## config.mk

```make
export PLATFORM = sky130hd
export DESIGN_NAME = simd_addsub_pipe_flat
export DESIGN_NICKNAME = d
export VERILOG_FILES = /design/src/rtl/simd_addsub_pipe_if.sv /design/src/rtl/simd_addsub_pipe.sv /design/src/flat_wrapper.sv
export SDC_FILE = /design/constraint.sdc
export NUM_CORES = 1
export LEC_CHECK = 0
export BUFFER_PORTS_ARGS = -buffer_cell sky130_fd_sc_hd__buf_2
export CORE_MARGIN = 5
export CORE_UTILIZATION = 35
export CTS_CLUSTER_SIZE = 28
export DETAILED_ROUTE_END_ITERATION = 10
export SYNTH_ARGS = -nofsm -noshare
export SYNTH_HDL_FRONTEND = slang
export SYNTH_SLANG_ARGS = --single-unit
```

## constraint.sdc

```tcl
create_clock -name clk -period 5.85 [get_ports clk]
set_input_delay 0.2925 -clock clk [delete_from_list [all_inputs] [get_ports clk]]
set_output_delay 0.2925 -clock clk [all_outputs]
set_load 0.02 [all_outputs]
```

## src/rtl/simd_addsub_pipe_if.sv

```systemverilog
// Operand/result bus of the SIMD add/subtract pipeline.
// Handshake: a beat moves on a rising edge where valid & ready are both high; the source holds data stable while valid is high and ready is low.
interface simd_addsub_pipe_if #(
  parameter int W = 32
);
  logic           in_valid;
  logic           in_ready;
  logic [W-1:0]   in_a;
  logic [W-1:0]   in_b;
  logic [1:0]     in_mode;
  logic           in_sub;
  logic           in_sat;
  logic           in_signed;
  logic           out_valid;
  logic           out_ready;
  logic [W-1:0]   out_y;
  logic [W/4-1:0] out_ovf;

  modport master (
    output in_valid, in_a, in_b, in_mode, in_sub, in_sat, in_signed, out_ready,
    input  in_ready, out_valid, out_y, out_ovf
  );

  modport slave (
    input  in_valid, in_a, in_b, in_mode, in_sub, in_sat, in_signed, out_ready,
    output in_ready, out_valid, out_y, out_ovf
  );
endinterface

```

## src/rtl/simd_addsub_pipe.sv

```systemverilog
// Two-stage SIMD add/subtract: nibble carry chain cut at lane boundaries, then
// per-lane overflow detection and optional saturation.
module simd_addsub_pipe #(
  parameter int W = 32
) (
  input logic              clk,
  input logic              rst_n,
  simd_addsub_pipe_if.slave bus
);
  localparam int N = W / 4;

  function automatic logic nib_is_lsb(input int i, input logic [1:0] mode);
    case (mode)
      2'b00:   return 1'b1;
      2'b01:   return (i % 2) == 0;
      2'b10:   return (i % 4) == 0;
      default: return i == 0;
    endcase
  endfunction

  function automatic logic nib_is_msb(input int i, input logic [1:0] mode);
    case (mode)
      2'b00:   return 1'b1;
      2'b01:   return (i % 2) == 1;
      2'b10:   return (i % 4) == 3;
      default: return i == N - 1;
    endcase
  endfunction

  // Saturated nibble for one position of an overflowing lane.
  function automatic logic [3:0] sat_nibble(input logic msb, input logic sign_a,
                                            input logic sub, input logic sgn);
    if (sgn) begin
      if (msb) return sign_a ? 4'h8 : 4'h7;
      else     return sign_a ? 4'h0 : 4'hF;
    end
    return sub ? 4'h0 : 4'hF;
  endfunction

  logic         s1_valid;
  logic [W-1:0] s1_sum;
  logic [N-1:0] s1_cout;
  logic [N-1:0] s1_sa;
  logic [N-1:0] s1_sb;
  logic [1:0]   s1_mode;
  logic         s1_sub;
  logic         s1_sat;
  logic         s1_signed;

  logic         s2_valid;
  logic [W-1:0] s2_y;
  logic [N-1:0] s2_ovf;

  logic s1_load;
  logic s2_load;

  assign s2_load      = !s2_valid || bus.out_ready;
  assign s1_load      = !s1_valid || s2_load;
  assign bus.in_ready = s1_load;

  // Stage 1: nibble adders; carry-in restarts at each lane's LSB nibble.
  logic [W-1:0] b_eff;
  logic [W-1:0] sum_c;
  logic [N-1:0] cout_c;
  logic [N-1:0] sa_c;
  logic [N-1:0] sb_c;

  always_comb begin
    logic       carry;
    logic [4:0] t;
    b_eff  = bus.in_sub ? ~bus.in_b : bus.in_b;
    sum_c  = '0;
    cout_c = '0;
    sa_c   = '0;
    sb_c   = '0;
    carry  = 1'b0;
    t      = '0;
    for (int i = 0; i < N; i++) begin
      if (nib_is_lsb(i, bus.in_mode)) carry = bus.in_sub;
      t = {1'b0, bus.in_a[4*i +: 4]} + {1'b0, b_eff[4*i +: 4]} + {4'b0, carry};
      sum_c[4*i +: 4] = t[3:0];
      carry = t[4];
      if (nib_is_msb(i, bus.in_mode)) begin
        cout_c[i] = t[4];
        sa_c[i]   = bus.in_a[4*i+3];
        sb_c[i]   = b_eff[4*i+3];
      end
    end
  end

  // Stage 2: overflow found at each lane MSB and swept down over the lane.
  logic [W-1:0] y_c;
  logic [N-1:0] ovf_c;

  always_comb begin
    logic lane_ovf;
    logic lane_sa;
    logic msb;
    y_c      = s1_sum;
    ovf_c    = '0;
    lane_ovf = 1'b0;
    lane_sa  = 1'b0;
    msb      = 1'b0;
    for (int i = N - 1; i >= 0; i--) begin
      msb = nib_is_msb(i, s1_mode);
      if (msb) begin
        lane_sa = s1_sa[i];
        if (s1_signed)
          lane_ovf = (s1_sa[i] == s1_sb[i]) && (s1_sum[4*i+3] != s1_sa[i]);
        else
          lane_ovf = s1_cout[i] ^ s1_sub;
        ovf_c[i] = lane_ovf;
      end
      if (lane_ovf && s1_sat)
        y_c[4*i +: 4] = sat_nibble(msb, lane_sa, s1_sub, s1_signed);
    end
  end

  always_ff @(posedge clk or negedge rst_n) begin
    if (!rst_n) begin
      s1_valid  <= 1'b0;
      s1_sum    <= '0;
      s1_cout   <= '0;
      s1_sa     <= '0;
      s1_sb     <= '0;
      s1_mode   <= 2'b00;
      s1_sub    <= 1'b0;
      s1_sat    <= 1'b0;
      s1_signed <= 1'b0;
    end else if (s1_load) begin
      s1_valid <= bus.in_valid;
      if (bus.in_valid) begin
        s1_sum    <= sum_c;
        s1_cout   <= cout_c;
        s1_sa     <= sa_c;
        s1_sb     <= sb_c;
        s1_mode   <= bus.in_mode;
        s1_sub    <= bus.in_sub;
        s1_sat    <= bus.in_sat;
        s1_signed <= bus.in_signed;
      end
    end
  end

  // Output register holds its data while stalled so the result stays stable.
  always_ff @(posedge clk or negedge rst_n) begin
    if (!rst_n) begin
      s2_valid <= 1'b0;
      s2_y     <= '0;
      s2_ovf   <= '0;
    end else if (s2_load) begin
      s2_valid <= s1_valid;
      if (s1_valid) begin
        s2_y   <= y_c;
        s2_ovf <= ovf_c;
      end
    end
  end

  assign bus.out_valid = s2_valid;
  assign bus.out_y     = s2_y;
  assign bus.out_ovf   = s2_ovf;

endmodule
```

## src/flat_wrapper.sv

```systemverilog
// flat-port wrapper written by rule: the top's interface ports become plain ports
module simd_addsub_pipe_flat 
#(
  parameter int W = 32
)
  (clk, rst_n, bus_in_valid, bus_in_a, bus_in_b, bus_in_mode, bus_in_sub, bus_in_sat, bus_in_signed, bus_out_ready, bus_in_ready, bus_out_valid, bus_out_y, bus_out_ovf);
  simd_addsub_pipe_if #(.W(W)) bus_i ();
  input logic clk;
  input logic rst_n;
  input wire logic [$bits(bus_i.in_valid)-1:0] bus_in_valid;
  input wire logic [$bits(bus_i.in_a)-1:0] bus_in_a;
  input wire logic [$bits(bus_i.in_b)-1:0] bus_in_b;
  input wire logic [$bits(bus_i.in_mode)-1:0] bus_in_mode;
  input wire logic [$bits(bus_i.in_sub)-1:0] bus_in_sub;
  input wire logic [$bits(bus_i.in_sat)-1:0] bus_in_sat;
  input wire logic [$bits(bus_i.in_signed)-1:0] bus_in_signed;
  input wire logic [$bits(bus_i.out_ready)-1:0] bus_out_ready;
  output wire logic [$bits(bus_i.in_ready)-1:0] bus_in_ready;
  output wire logic [$bits(bus_i.out_valid)-1:0] bus_out_valid;
  output wire logic [$bits(bus_i.out_y)-1:0] bus_out_y;
  output wire logic [$bits(bus_i.out_ovf)-1:0] bus_out_ovf;
  assign bus_i.in_valid = bus_in_valid;
  assign bus_i.in_a = bus_in_a;
  assign bus_i.in_b = bus_in_b;
  assign bus_i.in_mode = bus_in_mode;
  assign bus_i.in_sub = bus_in_sub;
  assign bus_i.in_sat = bus_in_sat;
  assign bus_i.in_signed = bus_in_signed;
  assign bus_i.out_ready = bus_out_ready;
  assign bus_in_ready = bus_i.in_ready;
  assign bus_out_valid = bus_i.out_valid;
  assign bus_out_y = bus_i.out_y;
  assign bus_out_ovf = bus_i.out_ovf;
  simd_addsub_pipe #(.W(W)) u_core (.clk(clk), .rst_n(rst_n), .bus(bus_i));
endmodule
```

; ---- Yosys cells after proc, flatten, opt, wreduce, memory -nomap -nowiden
; Index checks and enable logic that the tools add are counted.
; W data, S select, Z words.
[word_totals]
reg_bits = 103
wordCells = 205
input_bits = 73
[classes]
bitwise_logic = 9
addsub = 16
eq_ne = 20
n_reduce_logical = 28
n_mux = 120
[ops]
columns = cell, n
row1 = $mux W4, 47
row2 = $mux W1, 72
row3 = $add A4 B4 Y5, 8
row4 = $add A5 B1 Y5, 8
row5 = $mux W32, 1
row6 = $not A32 Y32, 1
row7 = $logic_and A1 B1 Y1, 16
row8 = $eq A1 B1 Y1, 8
row9 = $ne A1 B1 Y1, 8
row10 = $xor A1 B1 Y1, 8
row11 = $reduce_or A3 Y1, 2
row12 = $eq A2 B1 Y1 const B, 2
row13 = $eq A2 B2 Y1 const B, 2
row14 = $logic_not A2 Y1, 2
row15 = $reduce_and A2 Y1, 2
row16 = $reduce_or A2 Y1, 2
row17 = $logic_not A1 Y1, 2
row18 = $logic_or A1 B1 Y1, 2

; ---- Depth between registers and ports, before layout
; Gate-level depths: netlist of run 1.
[depth]
word_depth = 18
depth_mapped = 53
mapped_depth_nobuf = 51

; ---- Worst setup path before layout of run 1
; OpenSTA, ideal clock, no wires.
[synth_timing]
path_kind = input to register
start = input bus_in_sub
end = register u_core.s1_sum[29]
arrival_ps = 9922
setup_ps = 125
setup_slack_ps = -4197
stages = 51
path_buffers = 3
required_ps = 5725
path_cell_list = buf_2 > buf_1 > buf_1 > xor2_1 > ha_1 > nor2b_1 > o21ai_0 > nand2b_1 > o21ai_0 > fa_1 > fa_1 > nor2b_1 > o21ai_0 > nand2b_1 > mux2i_1 > fa_1 > fa_1 > nor2b_1 > (+15 left out) > o21ai_0 > fa_1 > inv_1 > fa_1 > a21o_1 > a21oi_1 > nand2_1 > o21ai_0 > fa_1 > fa_1 > nor2b_1 > o21ai_0 > nand2b_1 > o21ai_0 > fa_1 > inv_1 > fa_1 > mux2_2
[synth_via]
elab_chain_len = 17
word_cells_on_any_way = 24
classes_between = add/sub (16) / mux (8)
[synth_rtl]
columns = element, line_no
row1 = "start, declared", flat_wrapper.sv:14  ; input wire logic [$bits(bus_i.in_sub)-1:0] bus_in_sub;
row2 = $mux W32, simd_addsub_pipe.sv:71  ; b_eff = bus.in_sub ? ~bus.in_b : bus.in_b;
row3 = $add A4 B4 Y5, simd_addsub_pipe.sv:80  ; t = {1'b0, bus.in_a[4*i +: 4]} + {1'b0, b_eff[4*i +: 4]} + {4'b0, carry};
row4 = $add A5 B1 Y5, simd_addsub_pipe.sv:80
row5 = $mux W1, simd_addsub_pipe.sv:79  ; if (nib_is_lsb(i, bus.in_mode)) carry = bus.in_sub;
row6 = $add A5 B1 Y5, simd_addsub_pipe.sv:80
row7 = $mux W1, simd_addsub_pipe.sv:79
row8 = $add A5 B1 Y5, simd_addsub_pipe.sv:80
row9 = $mux W1, simd_addsub_pipe.sv:79
row10 = (+2 left out), n/a
row11 = $add A5 B1 Y5, simd_addsub_pipe.sv:80
row12 = $mux W1, simd_addsub_pipe.sv:79
row13 = $add A5 B1 Y5, simd_addsub_pipe.sv:80
row14 = $mux W1, simd_addsub_pipe.sv:79
row15 = $add A5 B1 Y5, simd_addsub_pipe.sv:80
row16 = $mux W1, simd_addsub_pipe.sv:79
row17 = $add A5 B1 Y5 (*), simd_addsub_pipe.sv:80
row18 = named net u_core.sum_c[29], simd_addsub_pipe.sv:63  ; logic [W-1:0] sum_c;
row19 = "end signal, assigned", simd_addsub_pipe.sv:133  ; s1_sum <= sum_c;
row20 = "end, declared", simd_addsub_pipe.sv:41  ; logic [W-1:0] s1_sum;
; The timed path passes the listed nets; every way through them passes the cells marked *.
; A chain may end at the register's enable or synchronous reset.

; ---- Final worst setup path of run 1
[layout_timing]
start = input bus_in_sub
end = register u_core.s1_cout[2]
[layout_via]
elab_chain_len = 8
word_cells_on_any_way = 10
classes_between = add/sub (6) / mux (4)
[layout_rtl]
columns = element, line_no
row1 = $mux W32, simd_addsub_pipe.sv:71
row2 = $add A4 B4 Y5, simd_addsub_pipe.sv:80
row3 = $add A5 B1 Y5, simd_addsub_pipe.sv:80
row4 = $mux W1, simd_addsub_pipe.sv:79
row5 = $add A5 B1 Y5, simd_addsub_pipe.sv:80
row6 = $mux W1, simd_addsub_pipe.sv:79
row7 = $add A5 B1 Y5 (*), simd_addsub_pipe.sv:80
row8 = $mux W1 (*), simd_addsub_pipe.sv:83  ; if (nib_is_msb(i, bus.in_mode)) begin
row9 = "end signal, assigned", simd_addsub_pipe.sv:134  ; s1_cout <= cout_c;
row10 = "end, declared", simd_addsub_pipe.sv:42  ; logic [N-1:0] s1_cout;
; Mark *: on every way between the ends. The rest lies on a longest branch, timed or not.

==> flow_metrics.env, run 1 <==
export IMPL_slowest_delay_ns=0.28
export IMPL_violations="setup timing"
export IMPL_diodes=0
export IMPL_die_width_um=144.5
export IMPL_fillers=1732
export IMPL_drc=0
export IMPL_maxSlewHeadroom=0.4673
export IMPL_yosys_top_cells_area="dfrtp_1 41%, nand2_1 6.0%, o21ai_0 5.7%"
export IMPL_grt_antenna_before_repair=0
export IMPL_hpwl_mm=13.03
export IMPL_yosysTopAreaCellShare=0.4072
export IMPL_crit_fanout=4
export IMPL_nets=977
export IMPL_synth_edf_count=0
export IMPL_cts_tree="built"
export IMPL_drive_gt1_frac=0.3356
export IMPL_worst_pin_slew_ns=0.7963
export IMPL_async_flop_share=1.000
export IMPL_static_leakage_power_uw=0.004104
export IMPL_htreeDepth=3
export IMPL_timing_final_crit_period_ns=9.006
export IMPL_rows=49
export IMPL_vdd_drop_max_v=0.0001672
export IMPL_synthCells=670
export IMPL_synthTopCellsByCount="103 x dfrtp_1, 101 x nand2_1, 72 x o21ai_0, 39 x xor2_1, 36 x inv_1"
export IMPL_seqCellArea_sq_mm=0.002577
export IMPL_ios=115
export IMPL_setup_viol=16
export IMPL_root_buffer="clkbuf_16"
export IMPL_synth_area_per_cell_sq_um=9.447
export IMPL_seq_area_frac_synth=0.4072
export IMPL_dieArea_sq_mm=0.02087
export IMPL_grt_pass1_wl_mm=29.73
export IMPL_place_area_sq_mm=0.007400
export IMPL_clkTransAtPathRegs_ns=0.07
export IMPL_preCtsSetupSlack_ns=-3.281
export IMPL_syn_nets=782
export IMPL_clk_path_buf_depth=2
export IMPL_synth_top_area_cell="dfrtp_1"
export IMPL_synth_area_sq_mm=0.006330
export IMPL_cp_start_kind="input pin"
export IMPL_ys_flop_type="dfrtp_1"
export IMPL_overflow=0
export IMPL_final_area_sq_mm=0.008366
export IMPL_port_buffers=114
export IMPL_yosysMostFrequentCell="dfrtp_1"
export IMPL_hold_ws_ns=0.1818
export IMPL_worstPathRequired_ns=6.09
export IMPL_finalClockSkew_ns=0.008075
export IMPL_avgRoutedWirePerCell_um=16.64
export IMPL_r2r_start="u_core.s1_valid"
export IMPL_synth_seq_cells=103
export IMPL_crit_type="in -> reg"
export IMPL_rsz0062_at_grt="yes"
export IMPL_grt_pass1_vias=5555
export IMPL_vias=5486
export IMPL_multiInputGateArea_sq_mm=0.003586
export IMPL_start_util=0.3536
export IMPL_slew_violations=0
export IMPL_grt_usage=0.1821
export IMPL_drt_iter0_drc=413
export IMPL_hold_class="in -> reg"
export IMPL_fin_util=0.4673
export IMPL_grt_max_degree=63
export IMPL_worst_setup_path_end_kind="flip-flop"
export IMPL_crit_top_cell="buf_4"
export IMPL_dieHeight_um=144.5
export IMPL_slowest_stage="ha_1"
export IMPL_worstHoldStart="bus_in_sat"
export IMPL_timing_final_hold_violations=0
export IMPL_gp_congestion=0.8644
export IMPL_ant_nets=0
export IMPL_syn_to_final_growth_pct=32.16
export IMPL_startpoint="bus_in_sub"
export IMPL_synth_distinct_cells=60
export IMPL_ys_warn_count=0
export IMPL_cp_arrival_ns=9.25
export IMPL_cts_buffers=9
export IMPL_worst_slack_ns=-3.156
export IMPL_core_area_sq_mm=0.01790
export IMPL_fmax_mhz=111.0
export IMPL_maxCapViolations=0
export IMPL_power_density_mw_per_mm2=345.2
export IMPL_insertion_delay_ns=0.35
export IMPL_dr_pass1_iters=5
export IMPL_period_share=1.539
export IMPL_wl_mm=18.29
export IMPL_clock_sinks=103
export IMPL_drt_vias_per_instance=4.992
export IMPL_status="finished with violations"
-- power by group --
part           switching, uW  total, uW  internal (uW)
Combinational            616       1130            519
Sequential               159       1060            902
Clock                    261        692            431
-- cells in the final DEF, fill, tap and decap left out, types with 7 or more instances in the layout --
cell	Yosys	layout
a21o_1	13	13
a21oi_1	22	15
a21oi_2	0	7
buf_2	5	111
buf_4	2	97
buf_6	1	13
clkbuf_16	0	9
dfrtp_1	103	103
fa_2	0	15
ha_1	24	24
inv_1	36	32
mux2_2	10	9
nand2_1	101	100
nand2b_1	14	14
nand3_1	12	12
nor2_1	33	33
nor2b_1	9	8
o211ai_1	10	10
o21ai_0	72	50
o21ai_1	1	18
xnor2_1	16	14
xor2_1	39	37
-- through the flow --
stage / total power, uW / std cells / TNS, ns
after floorplan: 1682 / 670 / -24.38
after global placement: 2045 / 1019 / -27.41
after detailed placement: 2059 / 1019 / -30.32
after CTS: 2902 / 1119 / -27.01
after global routing: 3071 / 1099 / -36.31
final: 2888 / 1099 / -29.06
-- layer usage --
metal / vias to the layer above / wire (um) / global-route usage
met5: - / 0 / 0
met4: 0 / 367 / 0.06775
met3: 24 / 1042 / 0.02811
li1: 2701 / - / -
met1: 2600 / 8456 / 0.2593
met2: 161 / 8422 / 0.2809
-- critical path, delay by kind of cell --
kind                       cells  cell delay [ns]
and+or+nand+nor                6             0.50
buffers and inverters         51             6.21
xor gates and xnor gates       1             0.14
AOI/OAI and AO/OA              5             0.70
muxes                          1             0.18
adders and majority gates      5             1.17
-- logic make-up (layout without fill, tap and decap cells) --
logic type	after synthesis	count (layout)	synth area share
AOI/OAI and AO/OA	173	173	0.1805
xor gates and xnor gates	56	56	0.07867
adders and majority gates	39	39	0.09488
buffers and inverters	74	274	0.04724
DFF	103	103	0.4072
muxes	19	19	0.03598
and+or+nand+nor	206	206	0.1556
-- what timing repair did --
item | CTS | global route
pin swaps | 11 | 11
endpoints found under the hold margin | 47 | 0
endpoints found under the setup margin | 15 | 18
gates cloned | 0 | 0
buffers inserted | 83 | 12
hold buffers | 1 | 0
gates resized for setup | 17 | 22
-- area by class of cell --
type | count | share of cell area
Sequential cell | 103 | 0.3081
Clock buffer | 13 | 0.02991
Clock inverter | 3 | 0.01077
Multi-Input combinational cell | 493 | 0.4287
Tap cell | 229 | 0.03425
Timing Repair Buffer | 222 | 0.1722
Inverter | 36 | 0.01615
-- path summary, 6_finish.rpt --
path / slack [ns] / to / cells past startpoint
setup / recovery: -3.16 / u_core.s1_cout[2] / 69
hold / removal: 0.18 / u_core.s1_sat / 2
setup reg to reg: 3.32 / u_core.s1_cout[6] / 5
hold reg to reg: 0.47 / u_core.bus.out_ovf[2] / 2
max in group asynchronous: 4.18 / u_core.s1_sum[24] / 3
min in group asynchronous: 0.51 / u_core.bus.out_y[23] / 2
-- flip-flops by register name, summed over array words and instances, names as in the netlist --
| name | count |
|---|---|
| u_core.s1_cout | 8 |
| u_core.bus.out_valid | 1 |
| u_core.s1_sb | 8 |
| u_core.s1_signed | 1 |
| u_core.s1_mode | 2 |
| u_core.s1_valid | 1 |
| u_core.s1_sat | 1 |
| u_core.bus.out_ovf | 8 |
| u_core.bus.out_y | 32 |
| u_core.s1_sum | 32 |
| u_core.s1_sa | 8 |
| u_core.s1_sub | 1 |
(Power assumes the default switching activity.)
==> run 2, diff against run 1 <==
MAX_ROUTING_LAYER = met4   (was not set)
==> run 2 against run 1 <==
Compared with the run above: the run still ends with setup timing left; routed wire length grew 0.17%; via count grew 0.13%; design area is the same; cell count is the same; total power is essentially flat; combinational power is essentially flat; critical endpoint unchanged; worst hold slack lost 0.0037 ns; utilization is the same.
==> flow_metrics.env, run 2 (same netlist as run 1, synthesis figures left out) <==
export IMPL_timing_final_crit_period_ns=8.994
export IMPL_wl_met2_mm=8.302
export IMPL_grt_max_degree=63
export IMPL_core_area_sq_mm=0.01790
export IMPL_reg2reg_depth=5
export IMPL_avgRoutedWirePerCell_um=16.67
export IMPL_grt_pass1_vias=5554
export IMPL_slew_violations=0
export IMPL_static_leakage_power_uw=0.004104
export IMPL_nets=977
export IMPL_dr_max_layer_used="met4"
export IMPL_regToRegSetupSlack_ns=3.33
export IMPL_clock_sinks=103
export IMPL_hpwl_mm=13.03
export IMPL_htreeDepth=3
export IMPL_clkTransAtPathRegs_ns=0.07
export IMPL_timing_final_hold_violations=0
export IMPL_final_area_sq_mm=0.008366
export IMPL_hold_end="u_core.s1_sat"
export IMPL_power_total_uw=2888
export IMPL_drt_iter0_drc=422
export IMPL_final_common_cell="buf_2"
export IMPL_worst_pin_slew_ns=0.7994
export IMPL_route_met3_wl_mm=1.123
export IMPL_dieHeight_um=144.5
export IMPL_dieArea_sq_mm=0.02087
export IMPL_setup_viol=16
export IMPL_cp_start_kind="input pin"
export IMPL_worstPathRequired_ns=6.09
export IMPL_rsz0062_at_grt="yes"
export IMPL_grt_antenna_before_repair=0
export IMPL_worst_setup_path_end_kind="flip-flop"
export IMPL_cts_tree="built"
export IMPL_maxCapViolations=0
export IMPL_place_area_sq_mm=0.007400
export IMPL_wl_mm=18.32
export IMPL_slowest_delay_ns=0.28
export IMPL_root_buffer="clkbuf_16"
export IMPL_drc=0
export IMPL_worstHoldStart="bus_in_sat"
export IMPL_die_width_um=144.5
export IMPL_finalClockSkew_ns=0.008144
export IMPL_cts_buffers=9
export IMPL_worst_slack_ns=-3.144
export IMPL_diodes=0
export IMPL_dr_pass1_iters=5
export IMPL_crit_top_cell="buf_4"
export IMPL_vdd_drop_max_v=0.0001675
export IMPL_power_density_mw_per_mm2=345.2
export IMPL_hold_class="in -> reg"
export IMPL_overflow=0
export IMPL_syn_to_final_growth_pct=32.16
export IMPL_start_util=0.3536
export IMPL_port_buffers=114
export IMPL_period_share=1.537
export IMPL_cp_arrival_ns=9.24
export IMPL_r2r_start="u_core.s1_valid"
export IMPL_grt_pass1_wl_mm=29.72
export IMPL_crit_type="in -> reg"
export IMPL_met1Wirelength_mm=8.453
export IMPL_hold_ws_ns=0.1782
export IMPL_clk_path_buf_depth=2
export IMPL_layout_common_cells="111 x buf_2, 103 x dfrtp_1, 100 x nand2_1"
export IMPL_maxSlewHeadroom=0.4651
export IMPL_worstReg2RegEnd="u_core.s1_cout[6]"
export IMPL_setup_tns_final_ns=-28.93
export IMPL_slowest_stage="ha_1"
export IMPL_status="finished with violations"
export IMPL_drt_vias_per_instance=4.998
export IMPL_ant_nets=0
export IMPL_fmax_mhz=111.2
export IMPL_holdPathStages=2
export IMPL_crit_fanout=4
export IMPL_rows=49
export IMPL_insertion_delay_ns=0.35
export IMPL_fillers=1732
export IMPL_violations="setup timing"
export IMPL_ios=115
export IMPL_gp_congestion=0.8784
export IMPL_grt_usage=0.1877
export IMPL_drive_gt1_frac=0.3356
export IMPL_vias=5493
## run 2: worst max path at each step
stage	start	endpoint	slack, ns	depth (start not counted)
floorplan	bus_in_sub	u_core.s1_sum[29]	-2.85	51
global placement	bus_in_sub	u_core.s1_sum[29]	-3.09	50
detailed placement	bus_in_sub	u_core.s1_sum[29]	-3.28	50
CTS	bus_in_sub	u_core.s1_cout[2]	-2.72	69
global route	bus_in_b[1]	u_core.s1_sum[29]	-3.48	51
finish	bus_in_sub	u_core.s1_cout[2]	-3.14	69
## run 2: timing repair
action,4_1_cts,5_1_grt
endpoints found under the setup margin,15,18
endpoints found under the hold margin,47,0
resized for setup,17,22
buffers inserted,83,12
pin swaps,11,11
hold buffers,1,0
cloned,0,0
## run 2: area by class of cell
class | instances | area (sq um) | area share
inverter | 36 | 135.1 | 0.01615
tap | 229 | 286.5 | 0.03425
timing repair buffer | 222 | 1440 | 0.1722
sequential | 103 | 2577 | 0.3081
clock buffer | 13 | 250.2 | 0.02991
multi-input combinational | 493 | 3586 | 0.4287
clock inverter | 3 | 90.09 | 0.01077
## run 2: report_power, final
group          internal (uW)  switching, uW  total (uW)
Combinational            519            616        1140
Clock                    431            262         693
Sequential               902            159        1060
## run 2: through the flow
stage,setup slack (ns),instances,util
global placement,-3.092,1019,0.4133
floorplan,-2.853,670,-
global route,-3.481,1099,0.4673
detailed placement,-3.281,1019,0.4133
CTS,-2.723,1119,0.4716
finish,-3.144,1099,0.4673
## run 2: routing by layer
metal | up-vias | GRT usage
met5 | - | -
met4 | 0 | 0.06922
met3 | 30 | 0.02943
met2 | 162 | 0.2794
met1 | 2598 | 0.2595
li1 | 2703 | -
## run 2: critical path: cells and delay by family
| family | cells | cell delay, ns |
|---|---|---|
| mux | 1 | 0.18 |
| xor+xnor | 1 | 0.14 |
| compound gates | 5 | 0.71 |
| simple gates | 6 | 0.51 |
| fa+ha+maj | 5 | 1.17 |
| buf+inv | 51 | 6.20 |
==> run 3, diff against run 2 <==
BUFFER_PORTS_ARGS = not set   (was -buffer_cell sky130_fd_sc_hd__buf_2)
CTS_CLUSTER_SIZE = not set   (was 28)
DONT_BUFFER_PORTS = 1   (was not set)
TNS_END_PERCENT = 30   (was not set)
==> run 3 against run 2 <==
Compared with the run above: the run still ends with setup timing left; clock power shrank 16%; setup slack gained 0.54 ns; maximum frequency grew 6.4%; clock skew grew 0.0027 ns.
==> flow_metrics.env, run 3 (same netlist as run 1, synthesis figures left out) <==
export IMPL_die_width_um=144.5
export IMPL_fin_util=0.4015
export IMPL_seq_power_share=0.484
export IMPL_worstSetupPathDepth=49
export IMPL_worstPathRequired_ns=6.10
export IMPL_crit_buf_inv=4
export IMPL_clkTransAtPathRegs_ns=0.07
export IMPL_ios=115
export IMPL_root_buffer="clkbuf_16"
export IMPL_gp_congestion=0.8575
export IMPL_cp_arrival_ns=8.70
export IMPL_clock_sinks=103
export IMPL_ant_nets=0
export IMPL_dieHeight_um=144.5
export IMPL_drt_iter0_drc=365
export IMPL_setup_viol=15
export IMPL_avgRoutedWirePerCell_um=19.08
export IMPL_placed_cells=889
export IMPL_critPathTopFamily="adder cells"
export IMPL_insertion_delay_ns=0.36
export IMPL_vdd_drop_max_v=0.0001653
export IMPL_r2r_start="u_core.bus.out_valid"
export IMPL_grt_usage=0.1758
export IMPL_nets=795
export IMPL_drive_gt1_frac=0.1613
export IMPL_crit_type="in -> reg"
export IMPL_overflow=0
export IMPL_p_switching_uw=1000
export IMPL_hpwl_mm=13.43
export IMPL_pwr_share_clk=0.229
export IMPL_wl_mm=17.50
export IMPL_maxSlewHeadroom=0.4139
export IMPL_static_leakage_power_uw=0.003255
export IMPL_drc=0
export IMPL_crit_top_cell="fa_2"
export IMPL_diodes=0
export IMPL_cp_start_kind="input pin"
export IMPL_regToRegSetupSlack_ns=2.92
export IMPL_hold_class="in -> reg"
export IMPL_finalClockSkew_ns=0.01083
export IMPL_port_buffers=0
export IMPL_maxCapViolations=0
export IMPL_syn_to_final_growth_pct=13.56
export IMPL_grt_pass1_vias=4938
export IMPL_dieArea_sq_mm=0.02087
export IMPL_worst_slack_ns=-2.601
export IMPL_violations="setup timing"
export IMPL_final_cells=917
export IMPL_place_area_sq_mm=0.006703
export IMPL_timing_final_hold_violations=0
export IMPL_grt_pass1_wl_mm=27.45
export IMPL_layout_common_cells="103 x dfrtp_1, 100 x nand2_1, 52 x o21ai_0"
export IMPL_switching_share=0.3947
export IMPL_vias=4862
export IMPL_worst_setup_path_end_kind="flip-flop"
export IMPL_worst_pin_slew_ns=0.8760
export IMPL_rows=49
export IMPL_clk_path_buf_depth=2
export IMPL_status="finished with violations"
export IMPL_grt_antenna_before_repair=0
export IMPL_setup_tns_final_ns=-20.99
export IMPL_pwr_share_comb=0.288
export IMPL_power_density_mw_per_mm2=352.6
export IMPL_reg2reg_depth=5
export IMPL_final_area_sq_mm=0.007188
export IMPL_grt_max_degree=104
export IMPL_slew_violations=0
export IMPL_final_common_cell="dfrtp_1"
export IMPL_timing_final_crit_period_ns=8.451
export IMPL_drt_vias_per_instance=5.302
export IMPL_rsz0062_at_grt="yes"
export IMPL_cts_tree="built"
export IMPL_htreeDepth=3
export IMPL_startpoint="bus_in_b[1]"
export IMPL_start_util=0.3536
export IMPL_fmax_mhz=118.3
export IMPL_crit_path_end="u_core.s1_sum[29]"
export IMPL_worstReg2RegEnd="u_core.s1_cout[6]"
export IMPL_dr_pass1_iters=5
export IMPL_period_share=1.445
export IMPL_cts_buffers=9
export IMPL_slowest_delay_ns=0.41
export IMPL_crit_fanout=2
export IMPL_slowest_stage="fa_2"
export IMPL_power_total_uw=2534
export IMPL_core_area_sq_mm=0.01790
export IMPL_p_int_uw=1534
[run 3: repair_timing]
item                                    4_1_cts  5_1_grt
pin swaps                                     1        6
endpoints found under the setup margin       15       15
hold endpoints to repair                    103        0
buffers inserted                              3        7
resized for setup                             9       18
hold buffers                                  2        0
[run 3: per-layer routing]
metal,vias to the layer above,routed length [um],GRT usage
met2,132,7825,0.2516
met5,-,0,-
met4,0,286,0.05253
met3,21,1070,0.03472
met1,2362,8315,0.2523
li1,2347,-,-
[run 3: cell type report]
cell class	instances	area [sq um]
multi-input cells	493	3585
inverters	36	135.1
fillers	1813	10710
clock inverters	7	56.30
repair buffers	40	322.8
flip-flops and latches	103	2577
clock buffers	9	225.2
well taps	229	286.5
[run 3: worst min-delay path by stage]
stage / startpoint / endpoint / slack [ns] / cells after the start
floorplan: rst_n / u_core.bus.out_ovf[0] / -0.003 / 0
CTS: bus_in_mode[1] / u_core.s1_cout[5] / 0.02 / 1
finish: bus_in_mode[1] / u_core.s1_cout[5] / 0.03 / 1
detailed placement: rst_n / u_core.bus.out_y[22] / 0.002 / 0
global route: bus_in_mode[1] / u_core.s1_cout[5] / 0.02 / 1
global placement: rst_n / u_core.bus.out_y[20] / 0.002 / 0
[run 3: power by group through the flow]
stage	clock network [uW]	registers [uW]	logic, uW
finish	579	1230	729
CTS	592	1230	709
detailed placement	0	1240	677
global route	617	1250	826
floorplan	0	1140	540
global placement	0	1240	661
[run 3: metrics by stage]
step	hold slack, ns	setup slack (ns)
floorplan	-0.003091	-2.854
global placement	0.001941	-2.945
detailed placement	0.001892	-3.221
CTS	0.02438	-2.641
global route	0.02471	-3.107
finish	0.03072	-2.601
